File: config.mk
export PLATFORM = sky130hd
export DESIGN_NAME = timer_ctrl_regs
export DESIGN_NICKNAME = d
export VERILOG_FILES = /design/src/rtl/timer_ctrl_regs.sv
export SDC_FILE = /design/constraint.sdc
export NUM_CORES = 1
export LEC_CHECK = 0
export BUFFER_PORTS_ARGS = -buffer_cell sky130_fd_sc_hd__buf_2
export CORE_ASPECT_RATIO = 1.2
export CORE_MARGIN = 2
export CORE_UTILIZATION = 52
export CTS_CLUSTER_SIZE = 16
export DETAILED_ROUTE_END_ITERATION = 7
export PLACE_DENSITY = 0.92
export SLEW_MARGIN = 20
export SYNTH_ARGS = -nofsm -noshare
export SYNTH_HDL_FRONTEND = slang
export SYNTH_SLANG_ARGS = --single-unit
File: constraint.sdc
create_clock -name clk -period 2.7 [get_ports clk]
set_clock_uncertainty 0.05 [all_clocks]
set_input_delay 0.27 -clock clk [delete_from_list [all_inputs] [get_ports clk]]
set_output_delay 0.27 -clock clk [all_outputs]
set_load 0.05 [all_outputs]
File: src/rtl/timer_ctrl_regs.sv
// Register front end for the timer: a bus handshake FSM, control and terminal-count
// registers, start/halt trigger pulse generation, and sticky maskable interrupt capture.
module timer_ctrl_regs #(
  parameter int TRIG_W = 2,
  parameter int CNT_W  = 8
) (
  input  logic        clk,
  input  logic        reset,
  input  logic        bus_req_valid,
  output logic        bus_req_ready,
  input  logic        bus_we,
  input  logic [3:0]  bus_addr,
  input  logic [31:0] bus_wdata,
  output logic        bus_rsp_valid,
  input  logic        bus_rsp_ready,
  output logic [31:0] bus_rdata,
  output logic        bus_err,
  output logic        ro_trig_start,
  output logic        ro_trig_halt,
  output logic        ro_mode,
  output logic [31:0] ro_termcount,
  input  logic        rf_status,
  input  logic [31:0] rf_currcount,
  input  logic        rf_int,
  output logic        irq
);

  localparam int              TCW       = $clog2(TRIG_W + 1);
  localparam logic [TCW-1:0]  TRIG_LOAD = TCW'(TRIG_W);
  localparam logic [CNT_W-1:0] EVCNT_MAX = {CNT_W{1'b1}};

  typedef enum logic {IDLE = 1'b0, RESP = 1'b1} state_e;

  state_e             state_q, state_d;
  logic               req_ready_q, req_ready_d;
  logic               rsp_valid_q, rsp_valid_d;
  logic [31:0]        rdata_q, rdata_d;
  logic               err_q, err_d;
  logic               mode_q, mode_d;
  logic               irq_en_q, irq_en_d;
  logic [31:0]        term_q, term_d;
  logic               pend_q, pend_d;
  logic [CNT_W-1:0]   evcnt_q, evcnt_d;
  logic [TCW-1:0]     start_cnt_q, start_cnt_d;
  logic [TCW-1:0]     halt_cnt_q, halt_cnt_d;
  logic               start_q, start_d;
  logic               halt_q, halt_d;
  logic               irq_q, irq_d;

  logic               accept_s, addr_ok_s, wr_s, ctrl_wr_s, term_wr_s, w1c_s;
  logic               start_req_s, halt_req_s;
  logic [31:0]        rd_s;

  // Decode of the accepted request; writes only act on aligned addresses
  always_comb begin
    accept_s    = bus_req_valid & req_ready_q;
    addr_ok_s   = (bus_addr[1:0] == 2'b00);
    wr_s        = accept_s & bus_we & addr_ok_s;
    ctrl_wr_s   = wr_s & (bus_addr[3:2] == 2'd0);
    term_wr_s   = wr_s & (bus_addr[3:2] == 2'd1);
    w1c_s       = wr_s & (bus_addr[3:2] == 2'd2) & bus_wdata[1];
    halt_req_s  = ctrl_wr_s & bus_wdata[2];
    start_req_s = ctrl_wr_s & bus_wdata[1] & ~bus_wdata[2];
  end

  // Read mux, sampled into the response register at accept
  always_comb begin
    rd_s = 32'd0;
    case (bus_addr[3:2])
      2'd0: rd_s = {28'd0, irq_en_q, 1'b0, 1'b0, mode_q};
      2'd1: rd_s = term_q;
      2'd2: begin
        rd_s[0]          = rf_status;
        rd_s[1]          = pend_q;
        rd_s[8 +: CNT_W] = evcnt_q;
      end
      2'd3: rd_s = rf_currcount;
      default: rd_s = 32'd0;
    endcase
  end

  // Handshake FSM with registered ready/valid/data/error
  always_comb begin
    state_d     = state_q;
    req_ready_d = req_ready_q;
    rsp_valid_d = rsp_valid_q;
    rdata_d     = rdata_q;
    err_d       = err_q;
    case (state_q)
      IDLE: begin
        if (accept_s) begin
          state_d     = RESP;
          req_ready_d = 1'b0;
          rsp_valid_d = 1'b1;
          err_d       = ~addr_ok_s;
          rdata_d     = (bus_we | ~addr_ok_s) ? 32'd0 : rd_s;
        end else begin
          state_d = IDLE;
        end
      end
      RESP: begin
        if (bus_rsp_ready) begin
          state_d     = IDLE;
          req_ready_d = 1'b1;
          rsp_valid_d = 1'b0;
          rdata_d     = 32'd0;
          err_d       = 1'b0;
        end else begin
          state_d = RESP;
        end
      end
      default: begin
        state_d     = IDLE;
        req_ready_d = 1'b1;
        rsp_valid_d = 1'b0;
        rdata_d     = 32'd0;
        err_d       = 1'b0;
      end
    endcase
  end

  // Trigger pulses: halt pre-empts an active start so the two never overlap
  always_comb begin
    start_cnt_d = (start_cnt_q == {TCW{1'b0}}) ? {TCW{1'b0}} : start_cnt_q - TCW'(1);
    halt_cnt_d  = (halt_cnt_q  == {TCW{1'b0}}) ? {TCW{1'b0}} : halt_cnt_q  - TCW'(1);
    if (halt_req_s && (halt_cnt_q == {TCW{1'b0}})) begin
      halt_cnt_d  = TRIG_LOAD;
      start_cnt_d = {TCW{1'b0}};
    end else if (start_req_s && (start_cnt_q == {TCW{1'b0}}) && (halt_cnt_q == {TCW{1'b0}})) begin
      start_cnt_d = TRIG_LOAD;
    end else begin
      start_cnt_d = start_cnt_d;
    end
    start_d = (start_cnt_d != {TCW{1'b0}});
    halt_d  = (halt_cnt_d  != {TCW{1'b0}});
  end

  // Control registers and interrupt capture; a same-cycle event beats the clear
  always_comb begin
    mode_d   = ctrl_wr_s ? bus_wdata[0] : mode_q;
    irq_en_d = ctrl_wr_s ? bus_wdata[3] : irq_en_q;
    term_d   = term_wr_s ? bus_wdata    : term_q;
    if (rf_int) begin
      pend_d  = 1'b1;
      evcnt_d = w1c_s ? CNT_W'(1) : ((evcnt_q == EVCNT_MAX) ? EVCNT_MAX : evcnt_q + CNT_W'(1));
    end else if (w1c_s) begin
      pend_d  = 1'b0;
      evcnt_d = {CNT_W{1'b0}};
    end else begin
      pend_d  = pend_q;
      evcnt_d = evcnt_q;
    end
    irq_d = pend_q & irq_en_q;
  end

  // State registers
  always_ff @(posedge clk) begin
    if (reset) begin
      state_q     <= IDLE;
      req_ready_q <= 1'b1;
      rsp_valid_q <= 1'b0;
      rdata_q     <= 32'd0;
      err_q       <= 1'b0;
      mode_q      <= 1'b0;
      irq_en_q    <= 1'b0;
      term_q      <= 32'd0;
      pend_q      <= 1'b0;
      evcnt_q     <= {CNT_W{1'b0}};
      start_cnt_q <= {TCW{1'b0}};
      halt_cnt_q  <= {TCW{1'b0}};
      start_q     <= 1'b0;
      halt_q      <= 1'b0;
      irq_q       <= 1'b0;
    end else begin
      state_q     <= state_d;
      req_ready_q <= req_ready_d;
      rsp_valid_q <= rsp_valid_d;
      rdata_q     <= rdata_d;
      err_q       <= err_d;
      mode_q      <= mode_d;
      irq_en_q    <= irq_en_d;
      term_q      <= term_d;
      pend_q      <= pend_d;
      evcnt_q     <= evcnt_d;
      start_cnt_q <= start_cnt_d;
      halt_cnt_q  <= halt_cnt_d;
      start_q     <= start_d;
      halt_q      <= halt_d;
      irq_q       <= irq_d;
    end
  end

  assign bus_req_ready = req_ready_q;
  assign bus_rsp_valid = rsp_valid_q;
  assign bus_rdata     = rdata_q;
  assign bus_err       = err_q;
  assign ro_trig_start = start_q;
  assign ro_trig_halt  = halt_q;
  assign ro_mode       = mode_q;
  assign ro_termcount  = term_q;
  assign irq           = irq_q;

endmodule

==> results.json <==
{
  "power_density_mw_per_mm2": 538,
  "synth_top_area_cell": "dfxtp_1",
  "syn-num-nets": 462,
  "yosysWarnings": 0,
  "htreeDepth": 3,
  "leakagePower_uw": 0.00200,
  "start_kind": "flop",
  "io_pins": 146,
  "status": "finished, violations left",
  "layout.cells.non_filler": 607,
  "timing.hold.worst.class": "in2reg",
  "drv_slew": 0,
  "slew_headroom_pct": 52.9,
  "grt-ovfl-total": 0,
  "drc": 1,
  "antenna_found_initial": 0,
  "via_per_inst": 6.12,
  "synth_top_area_share_pct": 46.1,
  "period_share_pct": 67.9,
  "drive_gt1_share_pct": 36.2,
  "synth.distinct_cells": 47,
  "ant_nets": 0,
  "cts_buffers": 9,
  "routed-wl-met2_mm": 5.51,
  "hpwl_mm": 7.79,
  "synth_area_mm2": 0.00374,
  "ir_drop_mv": 0.291,
  "vias": 3714,
  "rsz0062_at_grt": "false",
  "start_util_pct": 54.2,
  "cts_num_sinks": 86,
  "synth_seq_cells": 86,
  "ctsHoldBuffers": 0,
  "grt_first_pass_wirelength_mm": 17.3,
  "report.power.total_uw": 2510,
  "post_drt_wl_per_cell_um": 17.9,
  "die_area_mm2": 0.00789,
  "die_y_um": 96.9,
  "grt_pass1_vias": 3613,
  "m1WireLength_mm": 4.18,
  "place_congestion": 0.850,
  "cts_root_buf": "clkbuf_8",
  "fmax_mhz": 545,
  "critPathArrivalTime_ns": 2.06,
  "n_fill_cell": 564,
  "num_rows": 33,
  "nets": 592,
  "cts_tree": "done",
  "layout_min_cycle_time_ns": 1.83,
  "drt_wl_total_mm": 10.8,
  "synth-main-ff-cell": "dfxtp_1",
  "dr.pass1.iters": 7,
  "crit_required_ns": 2.92,
  "synth.area.top_cells": "dfxtp_1 (46%), o2bb2ai_1 (6.1%), a21oi_1 (5.9%)",
  "die_x_um": 81.4,
  "setup_viol": 0,
  "worst_pin_slew_ns": 0.706,
  "fin_tns_setup_ns": 0,
  "grt_use_total_pct": 27.9,
  "clk_path_buf_depth": 2,
  "drv_cap": 0,
  "yosysSeqAreaShare_pct": 46.1,
  "top_layer": "met4",
  "syn_inst": 386,
  "post_cts_buffers": 0,
  "synthArstFlopShare_pct": 0,
  "area_growth_pct": 24.7,
  "synth_edf_count": 0,
  "clk-insertion-delay-late_ns": 0.35,
  "path_clk_slew_ns": 0.08,
  "grt_max_degree": 33,
  "hold_viol_final": 0,
  "timing.setup.critical_path_class": "reg2reg",
  "ctsResizeCount": 0,
  "critical_path.endpoint_type": "flop",
  "n_antenna_cell": 0,
  "synthTopCellsByCount": "dfxtp_1 (86), a21oi_1 (44), nand3_1 (39)",
  "io_buffer_count": 145,
  "final_area_mm2": 0.00466,
  "crit_fanout": 27,
  "yosysMostFrequentCell": "dfxtp_1",
  "met3WireLength_um": 780,
  "violations": "design-rule violations",
  "dp.cells": 592,
  "syn_avg_cell_area_um2": 9.69,
  "core_area_mm2": 0.00690,
  "place_area_mm2": 0.00445,
  "drt-initial-drc-count": 267
}
## placed cells by master, fill, tap and decap left out, types with 2 or more instances in the layout
cell,instances
o21a_1,2
and4bb_2,2
nand3b_1,2
a22oi_1,9
a21oi_1,44
nand4bb_1,2
buf_4,8
nor4_1,2
buf_2,145
nand4_1,6
and4_1,3
nand2_1,5
and3b_1,2
and3_1,7
o21bai_1,2
nor3_1,5
inv_1,6
nor2_1,5
mux2_2,9
o21ai_0,37
a211oi_1,6
o2bb2ai_2,4
clkbuf_8,12
nand3_1,39
nor3b_1,2
dfxtp_1,86
o2bb2ai_1,26
mux2i_1,22
a32o_1,2
## per-layer routing
| metal | global-route usage (%) | vias up |
|---|---|---|
| met5 | 0 | - |
| met4 | 14.1 | 0 |
| met3 | 4.20 | 34 |
| met2 | 47.0 | 199 |
| met1 | 33.7 | 1758 |
| li1 | - | 1723 |
## final timing paths
kind / startpoint / endpoint / slack, ns / depth (start not counted)
max reg2reg: state_q / bus_rdata[8] / 0.87 / 4
min reg2reg: pend_q / irq / 0.41 / 2
max: state_q / bus_rdata[8] / 0.87 / 4
min: bus_rsp_ready / bus_rsp_valid / 0.09 / 2
## critical path, cell delays in order (launching register included)
cell,delay [ns]
dfxtp_1,0.42
and3b_1,0.30
nor3b_4,0.40
buf_4,0.41
o2bb2ai_1,0.17
## per-stage QoR
stage	setup WS, ns	hold WS, ns	util, %
after floorplan	1.06	0.319	-
after global placement	0.846	0.386	64.6
after detailed placement	0.652	0.395	64.6
after CTS	0.919	0.0780	67.6
after global routing	0.806	0.0934	67.6
final	0.866	0.0906	67.6
## registers in the layout, indices dropped and copies added (netlist names), 2 cells and up
name          cells
evcnt_q           8
start_cnt_q       2
halt_cnt_q        2
ro_termcount     32
bus_rdata        32
## final cells by class
class	count	area [µm²]	area share (%)
Clock buffer	12	165	3.54
Timing Repair Buffer	153	786	16.9
Multi-Input combinational cell	260	1820	38.9
Inverter	6	22.5	0.483
Sequential cell	86	1720	36.9
Clock inverter	3	42.5	0.913
Tap cell	87	109	2.33
## logic make-up (layout without fill, tap and decap cells)
| group | Yosys count | count (layout) | synth area share (%) |
|---|---|---|---|
| muxes | 32 | 32 | 9.20 |
| DFF | 86 | 86 | 46.1 |
| adders and majority gates | 1 | 1 | 0.335 |
| buffers and inverters | 40 | 174 | 5.39 |
| and+or+nand+nor | 91 | 91 | 15.3 |
| AOI/OAI and AO/OA | 136 | 136 | 23.8 |
## power by group
part	switching [µW]	internal, µW	total (µW)	leakage, µW
combinational	170	104	274	0.00120
clock	441	497	938	0.000104
sequential	14.7	1280	1300	0.000695
(Power assumes the default switching activity.)
